===== src/rtl/mips_pkg.sv =====
// ---------------------------------------------------------------------------
// mips_pkg
// Shared types and constants for the multi-cycle MIPS datapath blocks.
//   pcseq_state_t : state encoding of the program-counter sequencer
//   PC_STEP       : byte distance between consecutive instruction words
// ---------------------------------------------------------------------------
package mips_pkg;

  // Sequencer states: wait after reset, fetch from imem, execute, stopped
  typedef enum logic [1:0] {
    ST_IDLE  = 2'b00,
    ST_FETCH = 2'b01,
    ST_EXEC  = 2'b10,
    ST_HALT  = 2'b11
  } pcseq_state_t;

  localparam logic [31:0] PC_STEP = 32'd4;

endpackage


===== src/rtl/pc_sequencer_if.sv =====
// ---------------------------------------------------------------------------
// pc_sequencer_if
// Bundles the sequencer's instruction-memory handshake, the redirect/control
// inputs from the datapath and the sequencer status outputs.
//   master : the sequencer side (drives imem_req, pc, instr, status)
//   slave  : the memory/datapath side (drives ack, data, redirect, control)
// ---------------------------------------------------------------------------
interface pc_sequencer_if;

  logic        imem_req;
  logic        imem_ack;
  logic [31:0] imem_data;
  logic        branch_taken;
  logic [31:0] branch_offset;
  logic        jump;
  logic [25:0] jump_index;
  logic        stall;
  logic        halt;
  logic [31:0] pc;
  logic [31:0] pc_plus4;
  logic [31:0] instr;
  logic        instr_valid;
  logic        halted;
  logic [31:0] retired;

  modport master (
    input  imem_ack, imem_data, branch_taken, branch_offset,
           jump, jump_index, stall, halt,
    output imem_req, pc, pc_plus4, instr, instr_valid, halted, retired
  );

  modport slave (
    output imem_ack, imem_data, branch_taken, branch_offset,
           jump, jump_index, stall, halt,
    input  imem_req, pc, pc_plus4, instr, instr_valid, halted, retired
  );

endinterface


===== src/rtl/pc_sequencer_next_pc_sel.sv =====
// ---------------------------------------------------------------------------
// next_pc_sel
// Combinational next-PC selection for the sequencer.
//   i_pc            : address of the current instruction
//   i_jump          : current instruction is J/JAL
//   i_jump_index    : 26-bit instruction index field
//   i_branch_taken  : branch condition is true
//   i_branch_offset : sign-extended immediate, not yet shifted
//   o_pc_plus4      : pc + 4 (sequential address, JAL link value)
//   o_next_pc       : selected address of the next instruction
// ---------------------------------------------------------------------------
module next_pc_sel
  import mips_pkg::*;
(
  input  logic [31:0] i_pc,
  input  logic        i_jump,
  input  logic [25:0] i_jump_index,
  input  logic        i_branch_taken,
  input  logic [31:0] i_branch_offset,
  output logic [31:0] o_pc_plus4,
  output logic [31:0] o_next_pc
);

  logic [31:0] w_pc_plus4;
  logic [31:0] w_offset_shifted;
  logic [31:0] w_branch_target;
  logic [31:0] w_jump_target;

  // All adders are 32-bit modulo; the word shift simply drops offset[31:30]
  assign w_pc_plus4       = i_pc + PC_STEP;
  assign w_offset_shifted = i_branch_offset << 2;
  assign w_branch_target  = w_pc_plus4 + w_offset_shifted;
  assign w_jump_target    = {w_pc_plus4[31:28], i_jump_index, 2'b00};

  // Jump outranks a taken branch, which outranks sequential flow
  always_comb begin
    o_next_pc = w_pc_plus4;
    if (i_jump) begin
      o_next_pc = w_jump_target;
    end else if (i_branch_taken) begin
      o_next_pc = w_branch_target;
    end
  end

  assign o_pc_plus4 = w_pc_plus4;

endmodule


===== src/rtl/pc_sequencer.sv =====
// ---------------------------------------------------------------------------
// pc_sequencer
// Multi-cycle program-counter sequencer: owns the PC, runs the fetch
// request/acknowledge handshake with instruction memory, latches the fetched
// instruction, selects the next PC and counts retired instructions.
//   RESET_PC : word-aligned PC loaded on reset
//   clock    : rising-edge clock
//   reset_n  : asynchronous active-low reset
//   bus      : pc_sequencer_if.master (imem handshake, redirect/control
//              inputs, pc/instr/status outputs)
// ---------------------------------------------------------------------------
module pc_sequencer
  import mips_pkg::*;
#(
  parameter logic [31:0] RESET_PC = 32'h0000_0000
) (
  input  logic                  clock,
  input  logic                  reset_n,
  pc_sequencer_if.master        bus
);

  pcseq_state_t r_state;
  logic         r_armed;
  logic [31:0]  r_pc;
  logic [31:0]  r_instr;
  logic         r_imem_req;
  logic         r_instr_valid;
  logic         r_halted;
  logic [31:0]  r_retired;

  logic [31:0]  w_pc_plus4;
  logic [31:0]  w_next_pc;

  next_pc_sel u_next_pc_sel (
    .i_pc            (r_pc),
    .i_jump          (bus.jump),
    .i_jump_index    (bus.jump_index),
    .i_branch_taken  (bus.branch_taken),
    .i_branch_offset (bus.branch_offset),
    .o_pc_plus4      (w_pc_plus4),
    .o_next_pc       (w_next_pc)
  );

  // Sequencer FSM with all outputs registered. IDLE spends its first edge
  // arming (letting the reset release settle) and leaves on the second, so
  // the first fetch request appears two edges after reset_n rises. Stall
  // beats halt beats redirect in EXEC; acks and redirects in any other state
  // are ignored. retired wraps silently.
  always_ff @(posedge clock or negedge reset_n) begin
    if (!reset_n) begin
      r_state       <= ST_IDLE;
      r_armed       <= 1'b0;
      r_pc          <= RESET_PC;
      r_instr       <= 32'h0;
      r_imem_req    <= 1'b0;
      r_instr_valid <= 1'b0;
      r_halted      <= 1'b0;
      r_retired     <= 32'h0;
    end else begin
      case (r_state)
        ST_IDLE: begin
          if (r_armed) begin
            r_state    <= ST_FETCH;
            r_imem_req <= 1'b1;
          end else begin
            r_armed    <= 1'b1;
          end
        end
        ST_FETCH: begin
          if (bus.imem_ack) begin
            r_instr       <= bus.imem_data;
            r_imem_req    <= 1'b0;
            r_instr_valid <= 1'b1;
            r_state       <= ST_EXEC;
          end
        end
        ST_EXEC: begin
          if (bus.stall) begin
            r_state <= ST_EXEC;
          end else if (bus.halt) begin
            r_retired     <= r_retired + 32'd1;
            r_instr_valid <= 1'b0;
            r_halted      <= 1'b1;
            r_state       <= ST_HALT;
          end else begin
            r_pc          <= w_next_pc;
            r_retired     <= r_retired + 32'd1;
            r_instr_valid <= 1'b0;
            r_imem_req    <= 1'b1;
            r_state       <= ST_FETCH;
          end
        end
        ST_HALT: begin
          r_imem_req <= 1'b0;
        end
        default: begin
          r_state <= ST_IDLE;
        end
      endcase
    end
  end

  assign bus.imem_req    = r_imem_req;
  assign bus.pc          = r_pc;
  assign bus.pc_plus4    = w_pc_plus4;
  assign bus.instr       = r_instr;
  assign bus.instr_valid = r_instr_valid;
  assign bus.halted      = r_halted;
  assign bus.retired     = r_retired;

endmodule

===== src/flat_wrapper.sv =====
// flat-port wrapper written by rule: the top's interface ports become plain ports
module pc_sequencer_flat import mips_pkg::*;
#(
  parameter logic [31:0] RESET_PC = 32'h0000_0000
)
  (clock, reset_n, bus_imem_ack, bus_imem_data, bus_branch_taken, bus_branch_offset, bus_jump, bus_jump_index, bus_stall, bus_halt, bus_imem_req, bus_pc, bus_pc_plus4, bus_instr, bus_instr_valid, bus_halted, bus_retired);
  pc_sequencer_if bus_i ();
  input  logic clock;
  input  logic reset_n;
  input wire logic [$bits(bus_i.imem_ack)-1:0] bus_imem_ack;
  input wire logic [$bits(bus_i.imem_data)-1:0] bus_imem_data;
  input wire logic [$bits(bus_i.branch_taken)-1:0] bus_branch_taken;
  input wire logic [$bits(bus_i.branch_offset)-1:0] bus_branch_offset;
  input wire logic [$bits(bus_i.jump)-1:0] bus_jump;
  input wire logic [$bits(bus_i.jump_index)-1:0] bus_jump_index;
  input wire logic [$bits(bus_i.stall)-1:0] bus_stall;
  input wire logic [$bits(bus_i.halt)-1:0] bus_halt;
  output wire logic [$bits(bus_i.imem_req)-1:0] bus_imem_req;
  output wire logic [$bits(bus_i.pc)-1:0] bus_pc;
  output wire logic [$bits(bus_i.pc_plus4)-1:0] bus_pc_plus4;
  output wire logic [$bits(bus_i.instr)-1:0] bus_instr;
  output wire logic [$bits(bus_i.instr_valid)-1:0] bus_instr_valid;
  output wire logic [$bits(bus_i.halted)-1:0] bus_halted;
  output wire logic [$bits(bus_i.retired)-1:0] bus_retired;
  assign bus_i.imem_ack = bus_imem_ack;
  assign bus_i.imem_data = bus_imem_data;
  assign bus_i.branch_taken = bus_branch_taken;
  assign bus_i.branch_offset = bus_branch_offset;
  assign bus_i.jump = bus_jump;
  assign bus_i.jump_index = bus_jump_index;
  assign bus_i.stall = bus_stall;
  assign bus_i.halt = bus_halt;
  assign bus_imem_req = bus_i.imem_req;
  assign bus_pc = bus_i.pc;
  assign bus_pc_plus4 = bus_i.pc_plus4;
  assign bus_instr = bus_i.instr;
  assign bus_instr_valid = bus_i.instr_valid;
  assign bus_halted = bus_i.halted;
  assign bus_retired = bus_i.retired;
  pc_sequencer #(.RESET_PC(RESET_PC)) u_core (.clock(clock), .reset_n(reset_n), .bus(bus_i));
endmodule

===== config.mk =====
export PLATFORM = sky130hd
export DESIGN_NAME = pc_sequencer_flat
export DESIGN_NICKNAME = d
export VERILOG_FILES = /design/src/rtl/mips_pkg.sv /design/src/rtl/pc_sequencer_if.sv /design/src/rtl/pc_sequencer_next_pc_sel.sv /design/src/rtl/pc_sequencer.sv /design/src/flat_wrapper.sv
export SDC_FILE = /design/constraint.sdc
export NUM_CORES = 1
export LEC_CHECK = 0
export ABC_CLOCK_PERIOD_IN_PS = 4500
export CAP_MARGIN = 25
export CORE_MARGIN = 2
export CORE_UTILIZATION = 40
export DETAILED_ROUTE_END_ITERATION = 12
export GPL_ROUTABILITY_DRIVEN = 0
export PLACE_DENSITY = 0.74
export SYNTH_ARGS = -nofsm -noshare
export SYNTH_HDL_FRONTEND = slang
export SYNTH_SLANG_ARGS = --single-unit

===== constraint.sdc =====
create_clock -name clock -period 4.5 [get_ports clock]
set_input_delay 0.9 -clock clock [delete_from_list [all_inputs] [get_ports clock]]
set_output_delay 0.9 -clock clock [all_outputs]
set_load 0.01 [all_outputs]

==> out/summary.txt, run 1 <==
Outcome - completed
Synth unique cells - 66
Max cap viols - 0
Synth top area cells - dfrtp_1, ha_1, xnor2_1
Nets - 1066
Initial antenna violation count - 0
Antenna diodes - 0
Max Freq - 0.2451 GHz
Post-layout min period - 4080 ps
Worst Path Max Fanout - 7
First-pass GRT wire length - 31.51 mm
First DRT Iteration DRCs - 291
Slew @ Worst Pin - 787.7 ps
Clock Latency Late Sink - 360 ps
Worst IR Drop VDD - 459.5 uV
Register bit count reported by yosys - 100
Setup Skew - 10.10 ps
Clk sink count - 100
Final wirelength - 19.00 mm
Syn Area/Cell - 9.302 um^2
Mapped Area - 0.006595 mm^2
Sequential fraction of the synthesis area - 0.3794
Antenna Violating Nets Remaining - 0
Dpl cell area - 0.009040 mm^2
Post-Syn Instances - 709
Lkg Pwr - 4.053 nW
Post-synth ARST share - 1.000
Area leader, netlist - dfrtp_1
Clk Tree Root Cell - clkbuf_16
Area Growth Syn to Fin - 42.14%
GRT Total Usage - 0.2206
Final slew viol count - 0
Initial Util - 0.4122
Maximum number of pins on one net before global-route repair - 72
Post-route cell area - 0.009374 mm^2
Number of global-route vias before repair - 6241
EDFF count, synth - 0
PwrDens - 588.7 mW/mm^2
Hold Crit Class - reg -> reg
Total CTS buffers - 9
Detailed placement HPWL - 14.38 mm
Overall die area - 0.01753 mm^2
CTS tree - built
Critical Path RT - 3600 ps
Vias/cell - 5.282
Vias - 6064
Number of H-tree levels - 3
I/O pin total - 228
Number of setup violations in the final report - 0
Fillers - 1434
DRC viols - 0
Final worst-path cycle share - 0.9068
# rows - 46
Yosys warnings - 0
Setup TNS - 0 ps
Relative slew slack - 0.4743
TritonRoute pass-1 iters - 4
Share of the synthesized area in the top cell type - 0.3794
I/O Buffers - 221
Hold_buf cts - 0
Cts repair resizes - 0
CP Class - reg -> out
GR Overflow Total - 0
Worst Setup Start Kind - flip-flop
Commonest non-fill, non-tap cell in the layout - clkdlybuf4s50_1
Setup Buffers After CTS - 0
Wire length per cell - 16.55 um
Post-synth top flop - dfrtp_1
CTS clk-pin slew, worst paths - 80 ps
Layout cells sized above 1 - 0.08584
RSZ-0062 raised after global routing - false
Die Wd - 132.4 um
Crit. End Element - output pin
CTS max path bufs - 2
Die Ht - 132.4 um
Final Hold Fails - 0
Core box area - 0.01600 mm^2
Arr. time, crit path - 3180 ps
Most frequent cells in the layout - clkdlybuf4s50_1, dfrtp_1, nand2_1, nor2_1, xnor2_1
[report_power, final]
group / total (mW) / switching [mW] / leakage [nW] / internal [mW]
sequential: 1.49 / 0.285 / 1.25 / 1.21
clock: 0.801 / 0.405 / 0.149 / 0.396
combinational: 3.23 / 1.53 / 2.65 / 1.70
total: 5.52 / 2.22 / 4.05 / 3.30
[synthesized netlist by cell type, types with 3 or more instances]
| library cell | instances |
|---|---|
| buf_1 | 4 |
| or2_2 | 3 |
| a21oi_1 | 37 |
| nand3_1 | 33 |
| nand4_1 | 8 |
| o31ai_1 | 5 |
| xnor2_1 | 53 |
| o211ai_1 | 3 |
| a211oi_1 | 13 |
| nor2_1 | 54 |
| or3_1 | 7 |
| and3_1 | 23 |
| mux2_2 | 33 |
| xor2_1 | 24 |
| o21ai_1 | 3 |
| nor3_1 | 11 |
| a22oi_1 | 3 |
| a21o_1 | 22 |
| a2111oi_0 | 3 |
| o21ai_0 | 37 |
| clkbuf_1 | 19 |
| a31oi_1 | 5 |
| inv_1 | 12 |
| ha_1 | 41 |
| buf_4 | 5 |
| nor2b_1 | 5 |
| o21a_1 | 5 |
| nor4_1 | 3 |
| nand2_1 | 78 |
| o22ai_1 | 3 |
| mux2i_1 | 7 |
| dfrtp_1 | 100 |
| o21bai_1 | 6 |
[through the flow]
step                      cells  hold slack [ps]    util  setup WS (ps)  total power [mW]
after CTS                  1147            461.7  0.5841          446.5             5.553
after global placement     1131            442.4  0.5650          383.8             4.686
after floorplan             712            440.3       -          832.5             3.342
after global routing       1148            484.7  0.5859          84.84             5.918
after detailed placement   1131            444.4  0.5650          347.1             4.725
final                      1148            459.8  0.5859          419.6             5.519
[layout make-up]
class | instances | area, um^2 | share of cell area
repair buffers | 232 | 2312 | 0.2467
clock buffers | 9 | 225.2 | 0.02403
inverters | 13 | 48.80 | 0.005206
flip-flops and latches | 100 | 2502 | 0.2670
clock inverters | 7 | 81.33 | 0.008676
multi-input cells | 571 | 3934 | 0.4196
well taps | 216 | 270.3 | 0.02883
[cells by family after synthesis]
kind of cell               synth area share
and+or+nand+nor                      0.1719
AOI/OAI and AO/OA                    0.1719
DFF                                  0.3794
xor gates and xnor gates             0.1023
adders and majority gates           0.08082
buffers and inverters               0.02618
muxes                               0.06697
other                             0.0005686
[metal layers]
metal / up-vias / track usage / wire length, um
met2: 187 / 0.3725 / 9075
met1: 2874 / 0.2849 / 8452
met4: 0 / 0.05436 / 308
met5: - / 0 / 0
met3: 26 / 0.05344 / 1161
li1: 2977 / - / -
[registers in the layout, summed over array words and instances, names as in the netlist]
register,count
u_core.bus.halted,1
u_core.bus.imem_req,1
u_core.bus.instr,32
u_core.bus.instr_valid,1
u_core.bus.pc,30
u_core.bus.retired,32
u_core.r_armed,1
u_core.r_state,2
[critical path: stages (launching register included)]
cell and delay, ps:
dfrtp_1 490, ha_1 290, nand2_1 170, nor3_4 450
nand2_1 130, nor2_1 270, nand3_1 190, xnor2_1 260
clkdlybuf4s50_1 580
[worst paths after layout]
kind	from	end	slack [ps]	cells past startpoint
max	u_core.bus.pc[3]	bus_pc_plus4[30]	420	8
min	u_core.bus.halted	u_core.bus.halted	460	1
max reg2reg	u_core.bus.pc[8]	u_core.bus.pc[28]	420	16
min reg2reg	u_core.bus.halted	u_core.bus.halted	460	1
max in group asynchronous	reset_n	u_core.bus.retired[14]	3010	3
min in group asynchronous	reset_n	u_core.bus.retired[26]	470	1
No activity file was read; power rests on OpenSTA's default activity.
==> run 2, diff against run 1 <==
--- a/config.mk
+++ b/config.mk
@@ -5,12 +5,13 @@
 export SDC_FILE = /design/constraint.sdc
 export NUM_CORES = 1
 export LEC_CHECK = 0
-export ABC_CLOCK_PERIOD_IN_PS = 4500
+export ABC_CLOCK_PERIOD_IN_PS = 4850
 export CAP_MARGIN = 25
 export CORE_MARGIN = 2
 export CORE_UTILIZATION = 40
 export DETAILED_ROUTE_END_ITERATION = 12
 export GPL_ROUTABILITY_DRIVEN = 0
+export HOLD_SLACK_MARGIN = 0.08
 export PLACE_DENSITY = 0.74
 export SYNTH_ARGS = -nofsm -noshare
 export SYNTH_HDL_FRONTEND = slang
==> constraint.sdc (replaced) <==
create_clock -name clock -period 4.85 [get_ports clock]
set_input_delay 0.97 -clock clock [delete_from_list [all_inputs] [get_ports clock]]
set_output_delay 0.97 -clock clock [all_outputs]
set_load 0.01 [all_outputs]
==> run 2 against run 1 <==
  * Clock skew up 0.94 ps
  * Combinational power down 7.7%
  * Largest cell class unchanged
  * Global-route usage down 0.57 points
  * Routed wire length down 0.49%
  * Non-clock buffer count down 1
  * Via count down 0.38%
  * Sequential share of layout area up 0.093 points
  * Count of clock-buffer cells in the layout unchanged
==> out/summary.txt, run 2 (synthesis results as in run 1) <==
GR Overflow Total - 0 (unchanged)
Final slew viol count - 0 (unchanged)
Wl on met1 - 8.765 mm (was 8.452 mm)
Number of global-route vias before repair - 6070 (was 6241)
Hold_buf cts - 0 (unchanged)
Worst IR Drop VDD - 376.5 uV (was 459.5 uV)
Antenna diodes - 0 (unchanged)
Sequential Power Share - 0.273 (was 0.270)
Sw Pwr - 2.029 mW (was 2.215 mW)
P_int - 3.050 mW (was 3.303 mW)
Commonest non-fill, non-tap cell in the layout - clkdlybuf4s50_1 (unchanged)
Vias - 6041 (was 6064)
Nets - 1065 (was 1066)
Comb pwr share - 0.588 (was 0.585)
RSZ-0062 raised after global routing - false (unchanged)
Antenna Violating Nets Remaining - 0 (unchanged)
Crit. End Element - output pin (unchanged)
R2r startpoint - u_core.bus.pc[4] (was u_core.bus.pc[8])
Fillers - 1472 (was 1434)
Met3 WL - 1.016 mm (was 1.161 mm)
Post-layout min period - 4159 ps
Reg2reg path depth - 16 (unchanged)
TritonRoute pass-1 iters - 4 (unchanged)
Number of setup violations in the final report - 0 (unchanged)
Worst Path Max Fanout - 6 (was 7)
FF+latch area - 0.002502 mm^2 (unchanged)
Place WS - 589.5 ps (was 347.1 ps)
Number of H-tree levels - 3 (unchanged)
Hold Crit Class - in -> async (was reg -> reg)
Clk sink count - 100 (unchanged)
Initial Util - 0.4122 (unchanged)
Setup TNS - 0 ps (unchanged)
Slew @ Worst Pin - 821.1 ps (was 787.7 ps)
Final worst-path cycle share - 0.8576
Top routing layer in use - met4 (unchanged)
Overall die area - 0.01753 mm^2 (unchanged)
Most frequent cells in the layout - clkdlybuf4s50_1, dfrtp_1, nand2_1, nor2_1, xnor2_1 (unchanged)
PwrDens - 543.7 mW/mm^2 (was 588.7 mW/mm^2)
Sw Share - 0.3995 (was 0.4014)
Relative slew slack - 0.4520 (was 0.4743)
Reg-to-reg endpoint - u_core.bus.pc[28] (unchanged)
Core box area - 0.01600 mm^2 (unchanged)
Die Wd - 132.4 um (unchanged)
Final non-filler cell total - 1146 (was 1148)
Total CTS buffers - 9 (unchanged)
I/O Buffers - 221 (unchanged)
Die Ht - 132.4 um (unchanged)
Critical Path RT - 3880 ps (was 3600 ps)
GRT Total Usage - 0.2149 (was 0.2206)
Area Growth Syn to Fin - 41.64% (was 42.14%)
Reg2Reg Setup Slack - 730 ps (was 420 ps)
Critical path endpoint - bus_pc_plus4[31] (was bus_pc_plus4[30])
Cells after DPL - 1130 (was 1131)
CTS max path bufs - 2 (unchanged)
CTS clk-pin slew, worst paths - 80 ps (about the same)
Worst Setup Start Kind - flip-flop (unchanged)
Initial antenna violation count - 0 (unchanged)
Layout cells sized above 1 - 0.08387 (was 0.08584)
# rows - 46 (unchanged)
Max cap viols - 0 (unchanged)
Clk Tree Root Cell - clkbuf_16 (unchanged)
Outcome - completed (unchanged)
Met2 wire length - 8.857 mm (was 9.075 mm)
Power Total - 5.078 mW (was 5.519 mW)
Arr. time, crit path - 3190 ps (was 3180 ps)
Vias/cell - 5.271 (was 5.282)
First-pass GRT wire length - 30.66 mm (was 31.51 mm)
CP Class - reg -> out (unchanged)
Lkg Pwr - 4.036 nW (was 4.053 nW)
Setup Skew - 11.04 ps (was 10.10 ps)
Final wirelength - 18.91 mm (was 19.00 mm)
Wire length per cell - 16.50 um (was 16.55 um)
I/O pin total - 228 (unchanged)
CTS tree - built (unchanged)
Final Hold Fails - 0 (unchanged)
Max Freq - 0.2404 GHz
Final WS setup - 690.8 ps (was 419.6 ps)
Clock Power Share - 0.139 (was 0.145)
DRC viols - 0 (unchanged)
Maximum number of pins on one net before global-route repair - 75 (was 72)
First DRT Iteration DRCs - 326 (was 291)
Final Util - 0.5838 (was 0.5859)
Cts repair resizes - 0 (unchanged)
Setup crit start - u_core.bus.pc[4] (was u_core.bus.pc[3])
Detailed placement HPWL - 14.22 mm (was 14.38 mm)
Footprint of the multi-input gates - 0.003934 mm^2 (unchanged)
Setup Buffers After CTS - 0 (unchanged)
Clock Latency Late Sink - 350 ps (was 360 ps)
[run 2: changes by cell type in the layout (fill, tap and decap cells not counted), sizes merged]
cell and delta:
clkinvlp +1, clkinv -3, inv +1, buf -1
[run 2: per-stage QoR]
stage / instance area, um^2 / hold slack, ps
after CTS: 9314 / 467.0
after global placement: 9032 / 441.7
final: 9341 / 435.7
after floorplan: 6606 / 440.3
after detailed placement: 9032 / 451.4
after global routing: 9341 / 434.1
[run 2: final cells by class]
type / count / share of cell area
flip-flops and latches: 100 / 0.2679
clock inverters: 6 / 0.006027
repair buffers: 231 / 0.2467
inverters: 13 / 0.005224
multi-input cells: 571 / 0.4211
clock buffers: 9 / 0.02411
well taps: 216 / 0.02893
[run 2: how the worst min path moves through the flow]
stage                        endpoint               from  depth (start not counted)  slack (ps)
2_1_floorplan          u_core.r_armed     u_core.r_armed                          1         440
3_3_place_gp        u_core.bus.halted  u_core.bus.halted                          1         440
3_5_place_dp        u_core.bus.halted  u_core.bus.halted                          1         450
4_1_cts             u_core.bus.halted  u_core.bus.halted                          1         470
5_1_grt        u_core.bus.retired[21]            reset_n                          1         430
6_report       u_core.bus.retired[21]            reset_n                          1         440
[run 2: power groups by stage]
| stage | logic, mW | registers [mW] | clock network (mW) |
|---|---|---|---|
| 3_5_place_dp | 2.98 | 1.40 | 0 |
| 4_1_cts | 3.00 | 1.39 | 0.730 |
| 5_1_grt | 3.25 | 1.43 | 0.758 |
| 6_report | 2.98 | 1.39 | 0.707 |
| 2_1_floorplan | 1.61 | 1.49 | 0 |
| 3_3_place_gp | 2.95 | 1.39 | 0 |
[run 2: layer usage]
layer | up-vias | global-route usage
li1 | 2972 | -
met1 | 2866 | 0.2842
met2 | 183 | 0.3604
met3 | 20 | 0.03883
met4 | 0 | 0.06213
met5 | - | 0
[run 2: critical path: stages (launching register included)]
cell	delay, ps
dfrtp_1	460
and3_1	230
nand3_1	210
nor3_2	390
nand2_1	260
nor3_2	200
xor2_1	420
clkdlybuf4s50_1	680
==> run 3, diff against run 2 <==
--- a/config.mk
+++ b/config.mk
@@ -6,7 +6,7 @@
 export NUM_CORES = 1
 export LEC_CHECK = 0
 export ABC_CLOCK_PERIOD_IN_PS = 4850
-export CAP_MARGIN = 25
+export CAP_MARGIN = 15
 export CORE_MARGIN = 2
 export CORE_UTILIZATION = 40
 export DETAILED_ROUTE_END_ITERATION = 12
==> run 3 against run 2 <==
  * Clock skew about the same
  * Routed wire length down 0.23%
  * Worst setup slack worse by 2.1 ps
  * Critical path depth unchanged
  * Count of clock-buffer cells in the layout unchanged
  * Register-to-register slack worse by 20 ps
  * Maximum frequency about the same
  * Design area down 0.29%
  * First-iteration DRC count down 3.7%
  * Non-clock buffer count down 1
  * Critical path type unchanged
  * Largest power group unchanged
==> out/summary.txt, run 3 (synthesis results as in run 1) <==
Antenna Violating Nets Remaining - 0 (unchanged)
CTS max path bufs - 2 (unchanged)
Final wirelength - 18.86 mm (was 18.91 mm)
CTS tree - built (unchanged)
Area Growth Syn to Fin - 41.23% (was 41.64%)
Vias/cell - 5.269 (was 5.271)
Final Util - 0.5821 (was 0.5838)
CP max-delay cell - clkdlybuf4s50_1 (unchanged)
Lkg Pwr - 4.023 nW (was 4.036 nW)
Largest stage delay, worst path - 670 ps (was 680 ps)
# rows - 46 (unchanged)
Hold_sp - u_core.bus.halted
Post-layout min period - 4161 ps (was 4159 ps)
Footprint of the multi-input gates - 0.003934 mm^2 (unchanged)
Power Total - 5.078 mW (about the same)
Most common cell on crit path - nor3_2 (unchanged)
Commonest non-fill, non-tap cell in the layout - clkdlybuf4s50_1 (unchanged)
Outcome - completed (unchanged)
Fillers - 1470 (was 1472)
Antenna diodes - 0 (unchanged)
Cts repair resizes - 0 (unchanged)
GR Overflow Total - 0 (unchanged)
Number of setup violations in the final report - 0 (unchanged)
CTS clk-pin slew, worst paths - 70 ps (was 80 ps)
Crit. End Element - output pin (unchanged)
Setup TNS - 0 ps (unchanged)
Hold_buf cts - 0 (unchanged)
Wire length per cell - 16.47 um (was 16.50 um)
Die Ht - 132.4 um (unchanged)
Number of global-route vias before repair - 6070 (unchanged)
Initial antenna violation count - 0 (unchanged)
Initial Util - 0.4122 (unchanged)
Max cap viols - 0 (unchanged)
I/O pin total - 228 (unchanged)
Critical path, cell by cell - and3_1 > nand3_1 > nor3_2 > nand2_1 > nor3_2 > xor2_1 > clkdlybuf4s50_1 (unchanged)
Most frequent cells in the layout - clkdlybuf4s50_1, dfrtp_1, nand2_1, nor2_1, xnor2_1 (unchanged)
Slew @ Worst Pin - 978.8 ps (was 821.1 ps)
CP Class - reg -> out (unchanged)
Wl on met1 - 8.731 mm (was 8.765 mm)
Die Wd - 132.4 um (unchanged)
PwrDens - 545.2 mW/mm^2 (was 543.7 mW/mm^2)
Nets - 1064 (was 1065)
TritonRoute pass-1 iters - 4 (unchanged)
I/O Buffers - 221 (unchanged)
Setup crit start - u_core.bus.pc[4] (unchanged)
Setup Skew - 11.11 ps (was 11.04 ps)
Clock Latency Late Sink - 350 ps (about the same)
Relative slew slack - 0.3475 (was 0.4520)
Arr. time, crit path - 3190 ps (about the same)
Met3 WL - 1.016 mm (unchanged)
Final worst-path cycle share - 0.8580 (was 0.8576)
Vias - 6033 (was 6041)
Max Freq - 0.2403 GHz (was 0.2404 GHz)
Critical Path RT - 3880 ps (about the same)
Overall die area - 0.01753 mm^2 (unchanged)
First-pass GRT wire length - 30.66 mm (unchanged)
Hold Crit Class - reg -> reg (was in -> async)
Worst Path Max Fanout - 6 (unchanged)
Met2 wire length - 8.842 mm (was 8.857 mm)
Core box area - 0.01600 mm^2 (unchanged)
Min Hold Slack - 461.8 ps (was 435.7 ps)
FF+latch area - 0.002502 mm^2 (unchanged)
Top routing layer in use - met4 (unchanged)
R2r startpoint - u_core.bus.pc[4] (unchanged)
Clk sink count - 100 (unchanged)
Worst Setup Start Kind - flip-flop (unchanged)
Worst IR Drop VDD - 375.5 uV (was 376.5 uV)
RSZ-0062 raised after global routing - false (unchanged)
Layout cells sized above 1 - 0.08288 (was 0.08387)
Final Hold Fails - 0 (unchanged)
GRT Total Usage - 0.2149 (unchanged)
Setup Buffers After CTS - 0 (unchanged)
Number of H-tree levels - 3 (unchanged)
First DRT Iteration DRCs - 314 (was 326)
Maximum number of pins on one net before global-route repair - 75 (unchanged)
Total CTS buffers - 9 (unchanged)
Detailed placement HPWL - 14.22 mm (unchanged)
Final slew viol count - 0 (unchanged)
Clk Tree Root Cell - clkbuf_16 (unchanged)
DRC viols - 0 (unchanged)
run 3: cell count changes in the layout (fill, tap and decap cells not counted):
cell / before / now
buf_16: 1 / 0
run 3: path summary, 6_finish.rpt:
| check | endpoint | slack, ps | cells past startpoint |
|---|---|---|---|
| min in group asynchronous | u_core.bus.retired[21] | 770 | 1 |
| max in group asynchronous | u_core.bus.instr[7] | 3130 | 2 |
| min reg2reg | u_core.bus.halted | 460 | 1 |
| max reg2reg | u_core.bus.pc[28] | 710 | 16 |
| max | bus_pc_plus4[31] | 690 | 7 |
| min | u_core.bus.halted | 460 | 1 |
run 3: through the flow:
| step | setup slack [ps] | cell area [um^2] | instances |
|---|---|---|---|
| detailed placement | 589.5 | 9032 | 1130 |
| floorplan | 1183 | 6606 | 712 |
| finish | 688.7 | 9314 | 1145 |
| global placement | 606.8 | 9032 | 1130 |
| CTS | 687.9 | 9314 | 1145 |
| global route | 354.0 | 9314 | 1145 |
run 3: critical path: cells and delay by family, from the launching register on:
kind | cells | cell delay (ps)
and+or+nand+nor | 5 | 1280
buffers and inverters | 1 | 670
DFF | 1 | 460
xor gates and xnor gates | 1 | 420
run 3: final cells by class:
class                   count  share of cell area
clock buffers               9             0.02418
clock inverters             6            0.006045
inverters                  13            0.005239
multi-input cells         571              0.4224
flip-flops and latches    100              0.2687
well taps                 216             0.02902
repair buffers            230              0.2445
run 3: power by group:
group	leakage, nW	switching [mW]	internal, mW
combinational	2.63	1.41	1.57
sequential	1.25	0.267	1.12
clock	0.136	0.352	0.357
run 3: routing by layer:
metal | vias to the layer above | GRT usage
met5 | - | 0
met4 | 0 | 0.06213
li1 | 2969 | -
met2 | 180 | 0.3604
met3 | 24 | 0.03883
met1 | 2860 | 0.2842
